`src/rtl/hack_alu_pkg.sv`:
```
// rtl/hack_alu_pkg.sv - Hack ALU width, control-bit indices and canonical opcodes
package hack_alu_pkg;

    localparam int WIDTH = 16;

    localparam int ZX = 5;
    localparam int NX = 4;
    localparam int ZY = 3;
    localparam int NY = 2;
    localparam int F  = 1;
    localparam int NO = 0;

    typedef logic [5:0] alu_ctrl_t;

    localparam alu_ctrl_t OP_ZERO    = 6'b101010;
    localparam alu_ctrl_t OP_ONE     = 6'b111111;
    localparam alu_ctrl_t OP_NEG_ONE = 6'b111010;
    localparam alu_ctrl_t OP_X       = 6'b001100;
    localparam alu_ctrl_t OP_Y       = 6'b110000;
    localparam alu_ctrl_t OP_X_ADD_Y = 6'b000010;
    localparam alu_ctrl_t OP_X_SUB_Y = 6'b010011;
    localparam alu_ctrl_t OP_Y_SUB_X = 6'b000111;
    localparam alu_ctrl_t OP_X_AND_Y = 6'b000000;
    localparam alu_ctrl_t OP_X_OR_Y  = 6'b010101;

endpackage

```
`src/rtl/hack_alu_core.sv`:
```
// rtl/hack_alu_core.sv - combinational Hack ALU datapath: preset, AND/ADD, optional negate
module hack_alu_core
    import hack_alu_pkg::*;
#(
    parameter int WIDTH = hack_alu_pkg::WIDTH
) (
    input  logic [WIDTH-1:0] x,
    input  logic [WIDTH-1:0] y,
    input  alu_ctrl_t        signal,
    output logic [WIDTH-1:0] res,
    output logic             c
);

    logic [WIDTH-1:0] x1;
    logic [WIDTH-1:0] x2;
    logic [WIDTH-1:0] y1;
    logic [WIDTH-1:0] y2;
    logic [WIDTH:0]   sum;
    logic [WIDTH-1:0] r;

    always_comb begin
        x1  = signal[ZX] ? '0 : x;
        x2  = signal[NX] ? ~x1 : x1;
        y1  = signal[ZY] ? '0 : y;
        y2  = signal[NY] ? ~y1 : y1;
        sum = {1'b0, x2} + {1'b0, y2};
        r   = '0;
        c   = 1'b0;
        if (signal[F]) begin
            r = sum[WIDTH-1:0];
            c = sum[WIDTH];
        end else begin
            r = x2 & y2;
        end
        // carry reflects the raw adder, so output negation must not touch it
        res = signal[NO] ? ~r : r;
    end

endmodule

```
`src/rtl/hack_alu.sv`:
```
// rtl/hack_alu.sv - registered Hack ALU top; zr/ng flags exist only with HACK_ALU_FLAGS_EN
module hack_alu
    import hack_alu_pkg::*;
#(
    parameter int WIDTH = hack_alu_pkg::WIDTH
) (
    input  logic             clk,
    input  logic             rst,
    input  logic [WIDTH-1:0] x,
    input  logic [WIDTH-1:0] y,
    input  logic [5:0]       signal,
    input  logic             in_valid,
    output logic [WIDTH-1:0] out,
    output logic             cout,
`ifdef HACK_ALU_FLAGS_EN
    output logic             zr,
    output logic             ng,
`endif
    output logic             out_valid
);

    logic [WIDTH-1:0] res;
    logic             c;

    hack_alu_core #(.WIDTH(WIDTH)) u_core (
        .x      (x),
        .y      (y),
        .signal (signal),
        .res    (res),
        .c      (c)
    );

    always_ff @(posedge clk or posedge rst) begin
        if (rst) begin
            out       <= '0;
            cout      <= 1'b0;
            out_valid <= 1'b0;
        end else begin
            out_valid <= in_valid;
            if (in_valid) begin
                out  <= res;
                cout <= c;
            end
        end
    end

`ifdef HACK_ALU_FLAGS_EN
    // reset state mirrors out==0: zero flag set, negative flag clear
    always_ff @(posedge clk or posedge rst) begin
        if (rst) begin
            zr <= 1'b1;
            ng <= 1'b0;
        end else if (in_valid) begin
            zr <= (res == '0);
            ng <= res[WIDTH-1];
        end
    end
`endif

endmodule

```
`config.mk`:
```
export PLATFORM = sky130hd
export DESIGN_NAME = hack_alu
export DESIGN_NICKNAME = d
export VERILOG_FILES = /design/src/rtl/hack_alu_pkg.sv /design/src/rtl/hack_alu_core.sv /design/src/rtl/hack_alu.sv
export SDC_FILE = /design/constraint.sdc
export NUM_CORES = 1
export LEC_CHECK = 0
export CORE_MARGIN = 2
export CORE_UTILIZATION = 40
export DETAILED_ROUTE_END_ITERATION = 16
export PLACE_DENSITY = 0.67
export REMOVE_ABC_BUFFERS = 1
export SYNTH_ARGS = -nofsm -noshare
export SYNTH_HDL_FRONTEND = slang
export SYNTH_SLANG_ARGS = --single-unit
```
`constraint.sdc`:
```
create_clock -name clk -period 1.45 [get_ports clk]
set_input_delay 0.145 -clock clk [delete_from_list [all_inputs] [get_ports clk]]
set_output_delay 0.145 -clock clk [all_outputs]
set_load 0.02 [all_outputs]
```
# Word-level counts from Yosys, hierarchy flattened
# Cells that the tools add are included.
[word_totals] ff_bits=18 input_bits=41 out_inout_bits=18 word_cells=15
[op_classes] addsub=1 mux=7 bitwise=4
[ops] operator="16-bit two-way mux" count=6
[ops] operator="16-bit NOT" count=3
[ops] operator="16-bit by 16-bit adder with 17-bit output" count=1
[ops] operator="16-bit bitwise AND" count=1
[ops] operator="1-bit two-way mux" count=1

# Depth between registers and ports, before layout
# Gate-level depths: netlist (run 1).
[depth] ltp_word=7 mapped_depth=11

# Cells and area by module
# Synthesis (run 1) repeated with hierarchy kept, for this count alone.
[hier_totals] cells_unflattened=277 hier_area_um2=2466.1
[by_module_without_submodules] mod="hack_alu_core" n_inst=1 cells_each=239 area_per_inst_um2=1751.7 seq_area_each_um2=0.0
[by_module_without_submodules] mod="hack_alu" n_inst=1 cells_each=38 area_per_inst_um2=714.4 seq_area_each_um2=450.4

# Worst setup path before layout (run 1)
# No wires, ideal clock.
[synth_timing] path_type="input -> register" startpoint="input signal[2]" endpoint="register out[15]" setup_ps=120 arrival_time_ps=2813 required_time_ps=1330 setup_slack_ps=-1482 path_stages=10 path_cell_list="clkbuf_1 -> clkbuf_1 -> xnor2_1 -> ha_1 -> a211oi_1 -> o21ai_2 -> nand3_2 -> a21oi_1 -> or4_1 -> a31o_1"
[synth_via] elab_chain_len=5 word_cells_on_any_way=6 cone_classes="1 x add/sub; 3 x mux; 2 x bitwise"
[synth_rtl] item="start: declaration" line="hack_alu.sv:11" rtl="input logic [5:0] signal,"
[synth_rtl] item="16-bit two-way mux (*)" line="hack_alu_core.sv:25" rtl="y2 = signal[NY] ? ~y1 : y1;"
[synth_rtl] item="16-bit by 16-bit adder with 17-bit output or 16-bit bitwise AND (tied branches)" line="hack_alu_core.sv:26, hack_alu_core.sv:33"
[synth_rtl] item="16-bit two-way mux (*)" line="hack_alu_core.sv:29" rtl="if (signal[F]) begin"
[synth_rtl] item="16-bit NOT" line="hack_alu_core.sv:36" rtl="res = signal[NO] ? ~r : r;"
[synth_rtl] item="16-bit two-way mux (*)" line="hack_alu_core.sv:36"
[synth_rtl] item="end signal: assignment" line="hack_alu.sv:41" rtl="out <= res;"
[synth_rtl] item="end: declaration" line="hack_alu.sv:13" rtl="output logic [WIDTH-1:0] out,"
# Every way passes the cells marked *; elsewhere a longest branch is shown, timed or not.
# A chain may end at the register's enable or synchronous reset.

# Worst setup path after layout (run 1)
[layout_timing] startpoint="input signal[3]" endpoint="register out[12]"
[layout_via] elab_chain_len=7 word_cells_on_any_way=8 cone_classes="1 x add/sub; 4 x mux; 3 x bitwise"
[layout_rtl] item="16-bit two-way mux (*)" line="hack_alu_core.sv:24" rtl="y1 = signal[ZY] ? '0 : y;"
[layout_rtl] item="16-bit NOT" line="hack_alu_core.sv:25"
[layout_rtl] item="16-bit two-way mux (*)" line="hack_alu_core.sv:25"
[layout_rtl] item="16-bit by 16-bit adder with 17-bit output or 16-bit bitwise AND (tied branches)" line="hack_alu_core.sv:26, hack_alu_core.sv:33"
[layout_rtl] item="16-bit two-way mux (*)" line="hack_alu_core.sv:29"
[layout_rtl] item="16-bit NOT" line="hack_alu_core.sv:36"
[layout_rtl] item="16-bit two-way mux (*)" line="hack_alu_core.sv:36"
# Marked as above.

==> flow_metrics.tcl, run 1 <==
set metrics [dict create \
    vias_per_cell 6.280 \
    ys_ff_latch 18 \
    seq_area_frac_synth_pct 18.21 \
    hold_path.class "in2async" \
    design_area_um2 4760 \
    antennaDiodeCount 0 \
    violations "negative setup slack" \
    syn_inst 314 \
    min_period_ns 2.452 \
    cts_tree "yes" \
    clockBufferDepth 2 \
    cp_cell_sequence "buf_8, nand2b_4, xnor2_4, ha_4, fa_2, a211oi_4, o21ai_2, and2_4, buf_6, o31ai_4, nor3_1, nand4b_1" \
    layout_commonest_cell "buf_4" \
    antenna_found_initial 0 \
    dieArea_um2 6829 \
    cts.clk_slew.worst_paths_ns 0.07 \
    grt_pass1_wl_um 14550 \
    ioPinCount 59 \
    critPathLaunchType "input port" \
    drv_cap 0 \
    gr-total-overflow 0 \
    layout-drive-gt1-share_pct 49.35 \
    vias 3360 \
    syn_to_final_growth_pct 92.41 \
    fp-row-count 28 \
    wl_per_cell_um 21.55 \
    layout_common_cells "80 x buf_4, 28 x clkdlybuf4s50_1, 23 x nand2b_1" \
    grt_pass1_vias 3004 \
    pre_cts_ws_ns -1.864 \
    synth_edf_count 0 \
    clock_skew_ns 0 \
    drcViolationCount 0 \
    die_width_um 82.64 \
    final_nets 519 \
    rsz0062_at_grt "true" \
    p_leak_nw 2.074 \
    dieHeight_um 82.64 \
    place.gp.congestion 0.8461 \
    cts.sinks 18 \
    slew_violations 0 \
    peakVddDrop_mv 0.5624 \
    max_slew_margin_pct 71.35 \
    synth_area_um2 2474 \
    grt_usage_pct 27.88 \
    cts_root_buffer "clkbuf_8" \
    path_class "in2reg" \
    setup_violations 16 \
    async_reset_ff_share_pct 100.0 \
    ant_nets 0 \
    run_status "complete, but fails checks" \
    numCtsBuffers 3 \
    postSynthAreaPerCell_um2 7.878 \
    ys_types 57 \
    cts_hold_buf 0 \
    cp.arrival_ns 2.58 \
    grt_max_degree 25 \
    synthFlopType "dfrtp_1" \
    insertion_delay_ns 0.26 \
    placed_area_um2 3646 \
    start_util_pct 41.53 \
    fin_crit_sh_pct 169.1 \
    final_core_util_pct 79.92 \
    core_area_um2 5956 \
    reg2regPathDepth 2 \
    htree_levels 1 \
    port-buffer-count 58 \
    crit_slowest_cell "fa_2" \
    drt-pass1-iter-count 8 \
    dp_hpwl_um 5705 \
    power.density_nw_per_um2 921.5 \
    ys_warn_count 0 \
    fmax_mhz 407.9 \
    worst_pin_slew_ns 0.4264 \
    drt-total-wl_um 11530 \
    setup_slack_ns -1.002 \
    critical_path.max_fanout 8 \
    end_kind "register" \
    cp.required_ns 1.58 \
    max_stage_delay_ns 0.43 \
    drt-initial-drc-count 394 \
    hold_violations 0 \
]
layout make-up:
| type | instances | area (um^2) |
|---|---|---|
| Inverter | 8 | 30.03 |
| Timing Repair Buffer | 160 | 1453 |
| Sequential cell | 18 | 450.4 |
| Fill cell | 348 | 1196 |
| Clock buffer | 4 | 55.05 |
| Tap cell | 75 | 93.84 |
| Multi-Input combinational cell | 270 | 2678 |
worst paths after layout:
check / from / end / slack (ns)
min reg2reg: out[11] / out[11] / 0.49
min: rst / out[0] / 0.20
min in group clk: out[11] / out[11] / 0.49
max reg2reg: out[6] / out[6] / 0.64
max in group asynchronous: rst / out[9] / 1.06
max: signal[3] / out[12] / -1.00
critical path, delay by kind of cell:
family / cells / cell delay [ns]
compound gates: 3 / 0.75
xor+xnor: 1 / 0.14
fa+ha+maj: 2 / 0.61
buf+inv: 2 / 0.23
simple gates: 4 / 0.69
power breakdown:
part	internal (mW)	total (mW)	switching [mW]	leakage, nW
Clock	0.242	0.413	0.171	0.0288
Sequential	0.612	0.673	0.0610	0.218
Combinational	1.66	3.30	1.64	1.83
cell usage after synthesis, types with 3 or more instances:
| library cell | n | area (um^2) |
|---|---|---|
| nand2b_1 | 37 | 231.5 |
| nand3_1 | 15 | 75.07 |
| a31oi_1 | 4 | 25.02 |
| o221ai_1 | 4 | 35.03 |
| o31ai_1 | 3 | 22.52 |
| a21o_1 | 6 | 45.04 |
| o211ai_1 | 4 | 30.03 |
| o21bai_1 | 5 | 37.54 |
| nor3_1 | 8 | 40.04 |
| a211oi_1 | 8 | 60.06 |
| dfrtp_1 | 18 | 450.4 |
| inv_1 | 7 | 26.28 |
| mux2i_1 | 7 | 70.07 |
| nor2b_1 | 4 | 25.02 |
| o21ai_0 | 11 | 55.05 |
| nor2_1 | 14 | 52.55 |
| ha_1 | 16 | 200.2 |
| nand2_1 | 23 | 86.33 |
| and2_1 | 3 | 18.77 |
| clkbuf_1 | 13 | 48.80 |
| nand4b_1 | 4 | 35.03 |
| a22oi_1 | 3 | 22.52 |
| xnor2_1 | 40 | 350.3 |
| a21oi_1 | 15 | 75.07 |
registers in the layout (all words and copies together) (netlist names):
register and flops:
cout 1, out 16, out_valid 1
per-layer routing:
| metal | routed length, um | part of all wire [%] | vias to the layer above | track usage (%) |
|---|---|---|---|---|
| met1 | 4179 | 36 | 1569 | 33.14 |
| met2 | 5592 | 48 | 275 | 49.27 |
| met5 | 0 | 0 | - | 0 |
| met4 | 836 | 7.3 | 0 | 15.74 |
| met3 | 922 | 8.0 | 90 | 2.065 |
| li1 | - | - | 1426 | - |
per-stage QoR:
stage          setup TNS, ns  cells  total power [mW]  hold WS (ns)
5_1_grt               -11.53    535             4.548        0.2697
3_5_place_dp          -23.47    504             2.820        0.4756
4_1_cts               -7.490    526             3.719        0.2094
2_1_floorplan         -9.931    296             1.843       0.08357
3_3_place_gp          -22.79    504             2.778        0.4610
6_report              -10.30    535             4.386        0.1958
cells by family after synthesis:
family	Yosys count	synth area share (%)
DFF	18	18.21
xor gates and xnor gates	40	14.16
adders and majority gates	17	8.902
muxes	9	3.743
AOI/OAI and AO/OA	83	23.82
and+or+nand+nor	121	26.81
buffers and inverters	26	4.350
what timing repair did:
item	4_1_cts	5_1_grt
buffers inserted	20	12
gates resized for setup	170	64
endpoints found under the setup margin	17	17
cloned	2	0
pin swaps	92	54
Power figures use the tool's default switching activity.
==> run 2: changes to the inputs <==
SETUP_SLACK_MARGIN = 0.2   (was not set)
==> run 2 against run 1 <==
Against the previous run:
- cell count stayed put
- maximum frequency rose by 1.5%
- sequential share of layout area increased by 0.18 points
- clock skew did not move
- die area unchanged
- power fell by 2.3%
- non-clock buffer count did not move
- the flow still finishes with violations (negative setup slack)
- register-to-register slack got worse by 0.07 ns
- sequential cell count unchanged
- utilization is 1.5 points lower
- sequential power decreased by 1%
==> flow_metrics.tcl, run 2 (synthesis results as in run 1) <==
set metrics [dict create \
    cts.clk_slew.worst_paths_ns 0.07 \
    vias 3416 \
    peakVddDrop_mv 0.5374 \
    path_class "in2reg" \
    holdWs_ns 0.2007 \
    clock_skew_ns 0 \
    p_leak_nw 2.085 \
    drcViolationCount 0 \
    fin_crit_sh_pct 166.6 \
    cts.sinks 18 \
    multi_input_area_um2 2603 \
    wl_per_cell_um 22.64 \
    largest_register_ffs 16 \
    final_core_util_pct 78.45 \
    place.gp.congestion 0.8461 \
    cp.arrival_ns 2.55 \
    port-buffer-count 58 \
    seqCellArea_um2 450.4 \
    antenna_found_initial 0 \
    layout_commonest_cell "buf_4" \
    grt_usage_pct 28.04 \
    worst_pin_slew_ns 0.5719 \
    critPathLaunchType "input port" \
    reg.largest.list "out (16), cout (1), out_valid (1)" \
    grt_pass1_wl_um 14750 \
    grt_pass1_vias 3141 \
    clockBufferDepth 2 \
    die_width_um 82.64 \
    swShare_pct 44.14 \
    dieHeight_um 82.64 \
    dp.cells 504 \
    final_nets 519 \
    combPwrFrac_pct 74.9 \
    end_kind "register" \
    dp_hpwl_um 5705 \
    largest_register "out" \
    min_period_ns 2.415 \
    design_area_um2 4672 \
    hold_path.class "in2async" \
    rsz0062_at_grt "true" \
    numCtsBuffers 3 \
    syn_to_final_growth_pct 88.87 \
    reg2reg_slack_ns 0.57 \
    ioPinCount 59 \
    hold_violations 0 \
    placed_area_um2 3646 \
    power.density_nw_per_um2 917.3 \
    run_status "complete, but fails checks" \
    start_util_pct 41.53 \
    r2r_start "cout" \
    r2r_end "cout" \
    drt-initial-drc-count 397 \
    endpoint "out[10]" \
    htree_levels 1 \
    cp.required_ns 1.59 \
    layout-drive-gt1-share_pct 47.61 \
    gr-total-overflow 0 \
    slew_violations 0 \
    reg2regPathDepth 3 \
    fillers 375 \
    power.internal_mw 2.394 \
    fmax_mhz 414.1 \
    setup_slack_ns -0.9651 \
    violations "negative setup slack" \
    layout_common_cells "79 x buf_4, 37 x dlygate4sd2_1, 25 x nand2b_1" \
    seq_power_share_pct 15.6 \
    max_slew_margin_pct 61.58 \
    drt-pass1-iter-count 6 \
    setup_violations 16 \
    cts_root_buffer "clkbuf_8" \
    cts_tree "yes" \
    critical_path.max_fanout 8 \
    p_switching_mw 1.892 \
    drt-total-wl_um 12110 \
    cp-startpoint "signal[3]" \
    drv_cap 0 \
    clkPwrFrac_pct 9.6 \
    ant_nets 0 \
    insertion_delay_ns 0.26 \
    stdcell_count 535 \
    core_area_um2 5956 \
    vias_per_cell 6.385 \
    grt_max_degree 25 \
    dieArea_um2 6829 \
    antennaDiodeCount 0 \
    fp-row-count 28 \
]
[run 2: cell count changes in the layout (fill, tap and decap cells not counted), sizes merged]
cell and change:
clkdlybuf4s50 -18, dlygate4sd2 +18, clkdlybuf4s15 +1, dlymetal6s2s -1
clkbuf -1, buf +1
[run 2: worst min-delay path by stage]
stage | start | to | slack (ns) | cells past startpoint
final | rst | out[10] | 0.20 | 3
after global routing | rst | out[1] | 0.27 | 3
after CTS | rst | out[10] | 0.21 | 3
after detailed placement | rst | out[0] | 0.48 | 3
after global placement | out[11] | out[11] | 0.46 | 1
after floorplan | rst | cout | 0.08 | 1
[run 2: per-stage QoR]
step                      setup WS [ns]  TNS [ns]  power (mW)
after global placement           -1.693    -22.79       2.778
final                           -0.9651    -10.90       4.286
after global routing             -1.087    -12.17       4.449
after detailed placement         -1.864    -23.47       2.820
after CTS                       -0.6886    -7.566       3.661
after floorplan                 -0.9190    -9.931       1.843
[run 2: metal layers]
metal	GRT usage (%)	routed length [um]	up-vias
met4	16.39	1038	0
met5	0	0	-
met3	2.500	1064	113
met1	32.61	4203	1558
met2	49.84	5803	311
li1	-	-	1434
[run 2: power by group through the flow]
stage          Combinational [mW]  Sequential, mW  Clock (mW)
6_report                     3.21           0.666       0.410
4_1_cts                      2.58           0.667       0.415
3_5_place_dp                 2.14           0.680           0
5_1_grt                      3.34           0.679       0.427
3_3_place_gp                 2.10           0.677           0
2_1_floorplan                1.03           0.814           0
[run 2: repair_timing]
item,in CTS,in global routing
pin swaps,94,32
endpoints found under the setup margin,35,17
hold endpoints to repair,0,0
hold buffers,0,0
gates cloned,2,0
gates resized for setup,191,51
buffers inserted,18,7
[run 2: critical path, cell delays in order]
cell	delay, ns
buf_6	0.11
nand2b_4	0.15
xnor2_2	0.16
ha_4	0.19
fa_2	0.41
a211oi_4	0.36
o21ai_2	0.19
and2_4	0.23
a211oi_4	0.24
mux2i_1	0.27
nand3_1	0.09
[run 2: layout make-up]
type                       count  area share, %
sequential                    18          9.641
timing repair buffer         160          30.82
clock buffer                   4          1.178
inverter                       8         0.6427
tap                           75          2.009
multi-input combinational    270          55.70
